### config.mk
export PLATFORM = sky130hd
export DESIGN_NAME = alu
export DESIGN_NICKNAME = d
export VERILOG_FILES = /design/src/rtl/alu.sv
export SDC_FILE = /design/constraint.sdc
export NUM_CORES = 1
export LEC_CHECK = 0
export ABC_AREA = 0
export BUFFER_PORTS_ARGS = -buffer_cell sky130_fd_sc_hd__buf_2
export CORE_MARGIN = 5
export CORE_UTILIZATION = 40
export CTS_BUF_LIST = sky130_fd_sc_hd__clkbuf_16
export CTS_CLUSTER_DIAMETER = 150
export DETAILED_ROUTE_END_ITERATION = 6
export PLACE_DENSITY = 0.65
export SKIP_LAST_GASP = 1
export SYNTH_ARGS = -nofsm -noshare
export SYNTH_HDL_FRONTEND = slang
export SYNTH_SLANG_ARGS = --single-unit
### constraint.sdc
create_clock -name clk -period 0.8 [get_ports clk]
set_input_delay 0 -clock clk [delete_from_list [all_inputs] [get_ports clk]]
set_output_delay 0 -clock clk [all_outputs]
set_load 0.02 [all_outputs]
### src/rtl/alu.sv
`default_nettype none
// ============================================================================
// Module   : alu
// Brief    : 32-bit single-cycle registered ALU with add/sub flags, logic ops,
//            shifts, signed/unsigned set-less-than and an illegal-opcode flag.
//            Optional macro ALU_MUL_EN enables opcode 1011 as the low 32 bits
//            of the unsigned product A*B.
// Revision : 1.0 - initial release
// ============================================================================
module alu (
   input  logic        clk,
   input  logic        rst_n,
   input  logic [31:0] operand1,
   input  logic [31:0] operand2,
   input  logic [3:0]  opcode,
   input  logic        in_valid,
   output logic [31:0] result,
   output logic        out_valid,
   output logic        zero,
   output logic        carry,
   output logic        overflow,
   output logic        illegal
);

   localparam logic [3:0] c_op_nop  = 4'b0000;
   localparam logic [3:0] c_op_add  = 4'b0001;
   localparam logic [3:0] c_op_sub  = 4'b0010;
   localparam logic [3:0] c_op_and  = 4'b0011;
   localparam logic [3:0] c_op_or   = 4'b0100;
   localparam logic [3:0] c_op_xor  = 4'b0101;
   localparam logic [3:0] c_op_sll  = 4'b0110;
   localparam logic [3:0] c_op_srl  = 4'b0111;
   localparam logic [3:0] c_op_sra  = 4'b1000;
   localparam logic [3:0] c_op_slt  = 4'b1001;
   localparam logic [3:0] c_op_sltu = 4'b1010;
`ifdef ALU_MUL_EN
   localparam logic [3:0] c_op_mul  = 4'b1011;
`endif

   // 33-bit add/sub so bit 32 gives carry-out and borrow directly
   logic [32:0] w_sum;
   logic [32:0] w_diff;
   logic [4:0]  w_shamt;
   logic [31:0] w_result;
   logic        w_carry;
   logic        w_overflow;
   logic        w_illegal;

   assign w_sum   = {1'b0, operand1} + {1'b0, operand2};
   assign w_diff  = {1'b0, operand1} - {1'b0, operand2};
   assign w_shamt = operand2[4:0];

`ifdef ALU_MUL_EN
   logic [31:0] w_prod;
   assign w_prod = operand1 * operand2;
`endif

   // Combinational operation decode; flags default to 0 for non add/sub ops
   always_comb begin
      w_result   = 32'd0;
      w_carry    = 1'b0;
      w_overflow = 1'b0;
      w_illegal  = 1'b0;
      case (opcode)
         c_op_nop:  w_result = 32'd0;
         c_op_add: begin
            w_result   = w_sum[31:0];
            w_carry    = w_sum[32];
            // Same-sign operands giving a different-sign result
            w_overflow = (operand1[31] == operand2[31]) &&
                         (w_sum[31] != operand1[31]);
         end
         c_op_sub: begin
            w_result   = w_diff[31:0];
            w_carry    = w_diff[32];
            // Opposite-sign operands where result sign differs from A
            w_overflow = (operand1[31] != operand2[31]) &&
                         (w_diff[31] != operand1[31]);
         end
         c_op_and:  w_result = operand1 & operand2;
         c_op_or:   w_result = operand1 | operand2;
         c_op_xor:  w_result = operand1 ^ operand2;
         c_op_sll:  w_result = operand1 << w_shamt;
         c_op_srl:  w_result = operand1 >> w_shamt;
         c_op_sra:  w_result = $unsigned($signed(operand1) >>> w_shamt);
         c_op_slt:  w_result = {31'd0, ($signed(operand1) < $signed(operand2))};
         c_op_sltu: w_result = {31'd0, (operand1 < operand2)};
`ifdef ALU_MUL_EN
         c_op_mul:  w_result = w_prod;
`endif
         default: begin
            w_result  = 32'd0;
            w_illegal = 1'b1;
         end
      endcase
   end

   // Output registers: load on accepted operation, hold otherwise
   always_ff @(posedge clk or negedge rst_n) begin
      if (!rst_n) begin
         result    <= 32'd0;
         out_valid <= 1'b0;
         zero      <= 1'b0;
         carry     <= 1'b0;
         overflow  <= 1'b0;
         illegal   <= 1'b0;
      end else begin
         out_valid <= in_valid;
         if (in_valid) begin
            result   <= w_result;
            zero     <= (w_result == 32'd0);
            carry    <= w_carry;
            overflow <= w_overflow;
            illegal  <= w_illegal;
         end
      end
   end

endmodule
`default_nettype wire

==> results of run 1 <==
power breakdown:
group / internal [mW] / switching, mW / leakage (nW)
Clock: 1.14 / 0.828 / 0.0696
Sequential: 2.14 / 0.220 / 0.442
Combinational: 7.82 / 8.33 / 8.93
cell families after synthesis:
kind of cell    synth area share, %
compound gates                 33.2
buf+inv                        8.23
xor+xnor                       1.30
simple gates                   22.0
fa+ha+maj                      11.8
flops                          8.11
mux                            15.4
what timing repair did:
action / in CTS / in global routing
endpoints found under the hold margin: 37 / 0
hold buffers: 1 / 0
cloned: 8 / 0
gates resized for setup: 347 / 290
buffers inserted: 45 / 50
pin swaps: 100 / 107
setup endpoints to repair: 72 / 73
layout by cell type, fill, tap and decap left out, types with 18 or more instances in the layout:
cell type,instances
buf_4,696
nor2_1,144
nand2_1,113
buf_6,102
a21oi_1,98
ha_1,64
inv_1,59
o21ai_0,53
mux2i_1,45
dfrtp_1,37
buf_2,37
o211ai_1,35
a21oi_2,34
mux2_2,33
ha_4,31
o22ai_1,27
mux4_2,27
a22oi_1,27
nand3_1,26
inv_2,22
nor3_1,21
nand2b_1,20
mux2_4,19
buf_12,18
cell usage after synthesis, types with 12 or more instances:
cell	count	area (µm²)
nand2b_1	23	144
nand3_1	34	170
a21o_1	12	90.1
buf_2	28	140
dfrtp_1	37	926
o21ai_0	75	375
nor3_1	34	170
a22oi_1	31	233
o211ai_1	35	263
buf_1	14	52.6
a221oi_1	15	131
xnor2_1	14	123
o22ai_1	35	219
nand4_1	17	106
a31oi_1	24	150
mux2i_1	55	551
nor4_1	25	156
clkbuf_1	68	255
o221ai_1	17	149
nor2_1	161	604
ha_1	104	1300
mux2_2	50	563
nand2_1	118	443
nor2b_1	15	93.8
a211oi_1	32	240
mux4_2	27	608
o31ai_1	13	97.6
or3_1	20	125
a21oi_1	143	716
inv_1	97	364
o21bai_1	13	97.6
stage by stage:
stage / setup TNS [ps] / total power, mW / worst slack, ps
finish: -58210 / 20.5 / -2280
global route: -60190 / 21.2 / -2430
CTS: -56900 / 18.4 / -2190
detailed placement: -76130 / 14.8 / -2920
global placement: -75230 / 14.6 / -2940
floorplan: -54070 / 8.28 / -2250
layer usage:
| metal | routed length (µm) | vias to the layer above |
|---|---|---|
| met5 | 26 | - |
| met4 | 5830 | 4 |
| met3 | 8400 | 343 |
| met2 | 31700 | 1238 |
| met1 | 27100 | 8406 |
| li1 | - | 7573 |
sequential cells by signal, indices dropped and copies added, names as in the netlist:
register	cells
carry	1
illegal	1
out_valid	1
result	32
zero	1
overflow	1
final cells by class:
type	count	area (µm²)
fillers	2087	6910
clock inverters	3	17.5
well taps	378	473
multi-input cells	1323	11700
flip-flops and latches	37	926
inverters	100	459
clock buffers	5	125
diodes	1	2.50
repair buffers	881	7420
worst max-delay path, stage by stage:
cell and delay [ps]:
buf_16 140, buf_12 130, buf_16 130, buf_4 160, nor2_1 220, a21oi_1 100, o221ai_1 470, a211oi_1 210
or4_4 550, nor4_2 230, buf_4 140, nand4_1 120, nor4_2 190, buf_4 160, nand4_1 90, o41ai_2 200
path summary, 6_finish.rpt:
path,startpoint,to,depth (start not counted)
worst max-delay path,operand2[0],zero,16
worst max register to register,result[30],result[30],2
min in group clk,in_valid,out_valid,2
worst min-delay path,rst_n,result[31],3
worst min register to register,result[0],result[0],1
max in group asynchronous,rst_n,result[9],3
==> results_dict.tcl, run 1 <==
set metrics [dict create \
    met2_usage_pct 66.5 \
    hold_class "in2async" \
    cts-root-buf "clkbuf_16" \
    synthCells 1581 \
    totalWireLength_mm 73.0 \
    synth_cell_types 86 \
    portBuffers 107 \
    crit_type "in2reg" \
    num_io_pins 108 \
    cts_max_path_buffers 2 \
    routabilityCongestion 1.10 \
    max_freq_ghz 0.325 \
    postSynth.asyncResetShare_pct 100 \
    fin_ws_ps -2280 \
    maxSlewViolCount 0 \
    place_area_um2 17500 \
    dp_hpwl_mm 56.3 \
    max_slew_margin_pct 45.2 \
    antenna_found_initial 2 \
    ys_ff_latch 37 \
    grt_max_degree 66 \
    finClkSkew_ps 0 \
    cts_tree "done" \
    arrival_ps 3260 \
    whs_ps 202 \
    leakage_nw 9.44 \
    cts.sinks 37 \
    clk_pin_slew_ps 60 \
    drc 0 \
    ys_seq_area_share_pct 8.11 \
    design.die.area_um2 32000 \
    ant_nets 0 \
    tightest_slew_ps 813 \
    drt_first_pass_iters 6 \
    grtUsageMet3_pct 10.4 \
    outcome "finished, violations left" \
    fin_nets 2525 \
    fp.dieH_um 179 \
    p_per_area_nw_per_um2 971 \
    grt_pass1_wl_mm 104 \
    post-route-period-util_pct 384 \
    grt_pass1_vias 16700 \
    syn_avg_cell_area_um2 7.22 \
    core-area_um2 28000 \
    violations "negative setup slack" \
    layout-drive-gt1-share_pct 55.8 \
    cts_made_buffers 5 \
    yosys_warnings 0 \
    rsz0062_at_grt "yes" \
    synthFlopType "dfrtp_1" \
    num_rows 61 \
    cp_max_fo 8 \
    design_area_um2 21100 \
    syn-num-nets 1758 \
    grt_busiest_layer "met2" \
    die_w_um 179 \
    grtUsageMet1_pct 54.0 \
    drt_first_iter_violations 2343 \
    final_cells 2728 \
    start_util_pct 40.7 \
    maxCapViolations 0 \
    hold_viol 0 \
    clk_latency_ps 280 \
    syn2layout_area_growth_pct 84.8 \
    final_util_pct 75.3 \
    period_minus_slack_ps 3080 \
    synth-edff-count 0 \
    rrSetupSlack_ps -110 \
    htreeDepth 2 \
    dp.cells 2640 \
    wl_per_cell_um 26.8 \
    gr-total-overflow 0 \
    via_per_inst 6.44 \
    end_kind "flip-flop" \
    worst_ep_required_time_ps 990 \
    worstSetupStartpointType "input pin" \
    synth.cell_area_um2 11400 \
    vias 17600 \
    peakVddDrop_uv 1170 \
    final-setup-viol-count 71 \
    track_usage_pct 42.7 \
]
Note: power is estimated with default switching activity, not from simulation.
==> run 2: changes to the inputs <==
==> constraint.sdc (replaced) <==
create_clock -name clk -period 0.8 [get_ports clk]
set_input_delay 0.04 -clock clk [delete_from_list [all_inputs] [get_ports clk]]
set_output_delay 0.04 -clock clk [all_outputs]
set_load 0.02 [all_outputs]
==> results_dict.tcl, run 2 (synthesis results as in run 1) <==
set metrics [dict create \
    final_common_cell "buf_4" \
    design.die.area_um2 32000 \
    core-area_um2 28000 \
    cts-root-buf "clkbuf_16" \
    seqPwrFrac_pct 11.2 \
    drc 0 \
    period_minus_slack_ps 3180 \
    wl_per_cell_um 27.4 \
    tightest_slew_ps 637 \
    cp_cell_sequence "buf_16 > buf_12 > buf_4 > mux2i_1 > nand2_1 > a311oi_1 > buf_4 > a211oi_1 > or3_1 > a31oi_2 > nor4b_2 > buf_4 > nand4_1 > nor4_2 > buf_4 > nand4_1 > o41ai_2" \
    p_per_area_nw_per_um2 982 \
    max_slew_margin_pct 57.5 \
    portBuffers 107 \
    clk_latency_ps 290 \
    drt_first_iter_violations 2498 \
    mostFrequentLayoutCells "695 x buf_4, 143 x nor2_1, 115 x buf_6" \
    routabilityCongestion 1.12 \
    arrival_ps 3370 \
    ant_nets 0 \
    cts_max_path_buffers 2 \
    slowest_delay_ps 350 \
    grt_pass1_vias 17300 \
    max_freq_ghz 0.314 \
    hold_viol 0 \
    switching_share_pct 45.3 \
    vias 17700 \
    htreeDepth 2 \
    num_io_pins 108 \
    final-setup-viol-count 72 \
    maxCapViolations 0 \
    violations "negative setup slack" \
    dp_hpwl_mm 57.3 \
    p_clk_share_pct 10.6 \
    post-route-period-util_pct 398 \
    totalWireLength_mm 75.1 \
    whs_ps 242 \
    via_per_inst 6.47 \
    grt_max_degree 66 \
    grt_pass1_wl_mm 107 \
    wl_met2_mm 31.9 \
    peakVddDrop_uv 919 \
    antenna_found_initial 1 \
    drt_first_pass_iters 6 \
    largest_register "result" \
    worst_path_max_delay_cell "mux2i_1" \
    worstSetupStartpointType "input pin" \
    outcome "finished, violations left" \
    leakage_nw 9.57 \
    final_util_pct 76.4 \
    cp_max_fo 7 \
    start_util_pct 40.7 \
    maxSlewViolCount 0 \
    crit_top_cell "buf_4" \
    wl_met3_mm 8.88 \
    crit_type "in2reg" \
    cts_made_buffers 5 \
    rsz0062_at_grt "yes" \
    clk_pin_slew_ps 60 \
    finClkSkew_ps 0 \
    comb_power_share_pct 78.2 \
    route.top_layer_used "met5" \
    num_rows 61 \
    p_sw_mw 9.52 \
    hold_class "in2async" \
    power.internal_mw 11.5 \
    fin_nets 2536 \
    cts.sinks 37 \
    syn2layout_area_growth_pct 87.5 \
    layout-drive-gt1-share_pct 56.7 \
    worst_ep_required_time_ps 990 \
    fin_ws_ps -2380 \
    fp.dieH_um 179 \
    largest_reg_flops 32 \
    wl_met1_mm 27.6 \
    cts_tree "done" \
    die_w_um 179 \
    end_kind "flip-flop" \
    track_usage_pct 44.0 \
    gr-total-overflow 0 \
]
[run 2: cell count changes in the layout (fill, tap and decap cells not counted), sizes merged]
cell,previous run,this run
bufinv,0,1
inv,98,99
clkbuf,7,8
clkinvlp,2,1
clkinv,3,2
buf,877,887
[run 2: per-stage QoR]
step                area [µm²]  instances  worst slack (ps)  total power, mW  TNS (ps)
floorplan                11900       1581             -2290             8.28    -55470
global placement         17700       2645             -2860             14.7    -77300
detailed placement       17700       2645             -2890             14.9    -78090
CTS                      20300       2711             -2300             19.3    -59640
global route             21400       2738             -2460             21.7    -64270
finish                   21400       2739             -2380             21.0    -61950
[run 2: layout make-up]
class                           instances  area (µm²)
Multi-Input combinational cell       1323       11900
Timing Repair Buffer                  892        7480
Fill cell                            2031        6610
Sequential cell                        37         926
Tap cell                              378         473
Inverter                              100         452
Clock buffer                            5         125
Clock inverter                          3        37.5
Antenna cell                            1        2.50
[run 2: timing repair]
action	in CTS	in global routing
gates cloned	5	0
resized for setup	450	192
endpoints found under the hold margin	37	0
pin swaps	125	135
setup buffers	61	44
endpoints found under the setup margin	73	72
hold buffers	1	0
[run 2: critical path: cells and delay by family]
kind / cells / cell delay [ps]
AO/OA/AOI/OAI: 4 / 790
buffers and inverters: 6 / 900
multiplexers: 1 / 350
AND/OR/NAND/NOR: 6 / 1300
[run 2: worst paths after layout]
path                        startpoint          to  slack (ps)  depth (start not counted)
hold / removal                   rst_n  result[31]         240                          3
setup reg to reg            result[30]  result[30]        -110                          2
hold reg to reg              result[0]   result[0]         540                          1
max in group asynchronous        rst_n   result[1]         350                          3
min in group clk              in_valid   out_valid         270                          2
setup / recovery           operand2[0]        zero       -2380                         17
[run 2: power by group through the flow]
stage / clock, mW / combinational (mW) / sequential (mW)
floorplan: 0 / 5.64 / 2.64
finish: 2.23 / 16.4 / 2.36
detailed placement: 0 / 12.5 / 2.31
CTS: 2.26 / 14.7 / 2.34
global placement: 0 / 12.4 / 2.29
global route: 2.33 / 17.0 / 2.38
[run 2: metal layers]
| metal | global-route usage [%] | up-vias |
|---|---|---|
| met2 | 67.3 | 1389 |
| li1 | - | 7587 |
| met4 | 28.4 | 4 |
| met5 | 0 | - |
| met1 | 54.5 | 8362 |
| met3 | 11.5 | 373 |
==> run 3: changes to the inputs <==
==> constraint.sdc (replaced) <==
create_clock -name clk -period 0.8 [get_ports clk]
set_input_delay 0.12 -clock clk [delete_from_list [all_inputs] [get_ports clk]]
set_output_delay 0.12 -clock clk [all_outputs]
set_load 0.02 [all_outputs]
==> results_dict.tcl, run 3 (synthesis results as in run 1) <==
set metrics [dict create \
    p_per_area_nw_per_um2 965 \
    p_clk_share_pct 9.5 \
    antenna_found_initial 0 \
    clk_latency_ps 280 \
    drt_first_iter_violations 2276 \
    wl_per_cell_um 25.7 \
    multi_input_area_um2 11500 \
    finClkSkew_ps 0 \
    cts_made_buffers 5 \
    dp_hpwl_mm 55.3 \
    p_sw_mw 9.21 \
    fin_nets 2536 \
    final_common_cell "buf_4" \
    final-setup-viol-count 72 \
    ff_latch_area_um2 926 \
    preCtsSetupSlack_ps -3070 \
    worst_ep_required_time_ps 990 \
    core-area_um2 28000 \
    mostFrequentLayoutCells "699 x buf_4, 145 x nor2_1, 113 x nand2_1" \
    largest_reg_flops 32 \
    worstSetupStartpointType "input pin" \
    start_util_pct 40.7 \
    routabilityCongestion 1.11 \
    fp.dieH_um 179 \
    via_per_inst 6.43 \
    totalWireLength_mm 70.4 \
    hold_class "in2reg" \
    total_power_mw 20.2 \
    switching_share_pct 45.5 \
    cp_max_fo 7 \
    max_freq_ghz 0.307 \
    num_io_pins 108 \
    largest_register "result" \
    htreeDepth 2 \
    seqPwrFrac_pct 11.7 \
    vias 17600 \
    leakage_nw 9.51 \
    outcome "finished, violations left" \
    arrival_ps 3440 \
    ant_nets 0 \
    num_rows 61 \
    design_area_um2 21000 \
    cts.sinks 37 \
    drc 0 \
    cts_max_path_buffers 2 \
    max_slew_margin_pct 54.7 \
    dp.cells 2642 \
    power.internal_mw 11.0 \
    fin_ws_ps -2450 \
    final_cells 2739 \
    comb_power_share_pct 78.8 \
    violations "negative setup slack" \
    hold_viol 0 \
    post-route-period-util_pct 407 \
    syn2layout_area_growth_pct 83.8 \
    place_area_um2 17800 \
    peakVddDrop_uv 741 \
    die_w_um 179 \
    tightest_slew_ps 679 \
    track_usage_pct 41.4 \
    grt_pass1_wl_mm 101 \
    design.die.area_um2 32000 \
    layout-drive-gt1-share_pct 54.7 \
    portBuffers 107 \
    gr-total-overflow 0 \
    drt_first_pass_iters 7 \
    grt_max_degree 66 \
    n_fill_cell 2010 \
    cts_tree "done" \
    period_minus_slack_ps 3250 \
    final_util_pct 74.9 \
    maxSlewViolCount 0 \
    grt_pass1_vias 16800 \
    maxCapViolations 0 \
    cts-root-buf "clkbuf_16" \
    rsz0062_at_grt "yes" \
    clk_pin_slew_ps 60 \
    end_kind "flip-flop" \
    crit_type "in2reg" \
]
[run 3: worst paths after layout]
check                            start         end  slack [ps]  cells after the start
setup / recovery           operand2[0]        zero       -2450                     18
max in group asynchronous        rst_n  result[24]         240                      3
setup reg to reg            result[31]  result[31]        -110                      2
min in group asynchronous        rst_n   result[4]         360                      3
hold / removal                in_valid   out_valid         320                      2
hold reg to reg             result[18]  result[18]         540                      1
[run 3: final cells by class]
cell class / count / share of cell area (%)
clock buffer: 5 / 0.597
inverter: 100 / 2.06
antenna: 1 / 0.0119
clock inverter: 3 / 0.0835
multi-input combinational: 1323 / 55.0
timing repair buffer: 892 / 35.6
tap: 378 / 2.25
sequential: 37 / 4.41
[run 3: what timing repair did]
item                       in CTS  in global routing
setup buffers                  61                 49
setup endpoints to repair      73                 73
pin swaps                      86                 87
hold endpoints to repair       37                  0
resized for setup             372                180
gates cloned                    2                  0
hold buffers                    1                  0
[run 3: routing by layer]
layer	vias up	GRT usage [%]	part of all wire (%)
met5	-	0	0
met4	0	24.0	8.1
met2	1357	64.3	43
met3	329	8.06	12
li1	7566	-	-
met1	8366	53.3	37
[run 3: power by group through the flow]
stage,Combinational (mW),Clock [mW],Sequential (mW)
6_report,16.0,1.92,2.36
5_1_grt,16.5,2.03,2.38
4_1_cts,14.4,1.94,2.33
3_5_place_dp,12.5,0,2.31
3_3_place_gp,12.4,0,2.29
2_1_floorplan,5.66,0,2.64
[run 3: per-stage QoR]
step	setup TNS, ps	hold slack (ps)
final	-67060	319
after CTS	-64570	347
after global routing	-69630	316
after detailed placement	-77870	91.8
after global placement	-76730	90.2
after floorplan	-58240	-176
[run 3: critical path, stage by stage]
cell and delay (ps):
buf_16 130, buf_12 130, buf_12 130, buf_6 120, mux2_4 330, buf_4 150, o221ai_1 170, buf_4 190
o22ai_1 120, a211oi_2 320, o21ai_0 200, nor4_2 300, buf_4 160, nand4_1 130, nor4_2 200, buf_4 160
nand4_1 140, o41ai_2 210
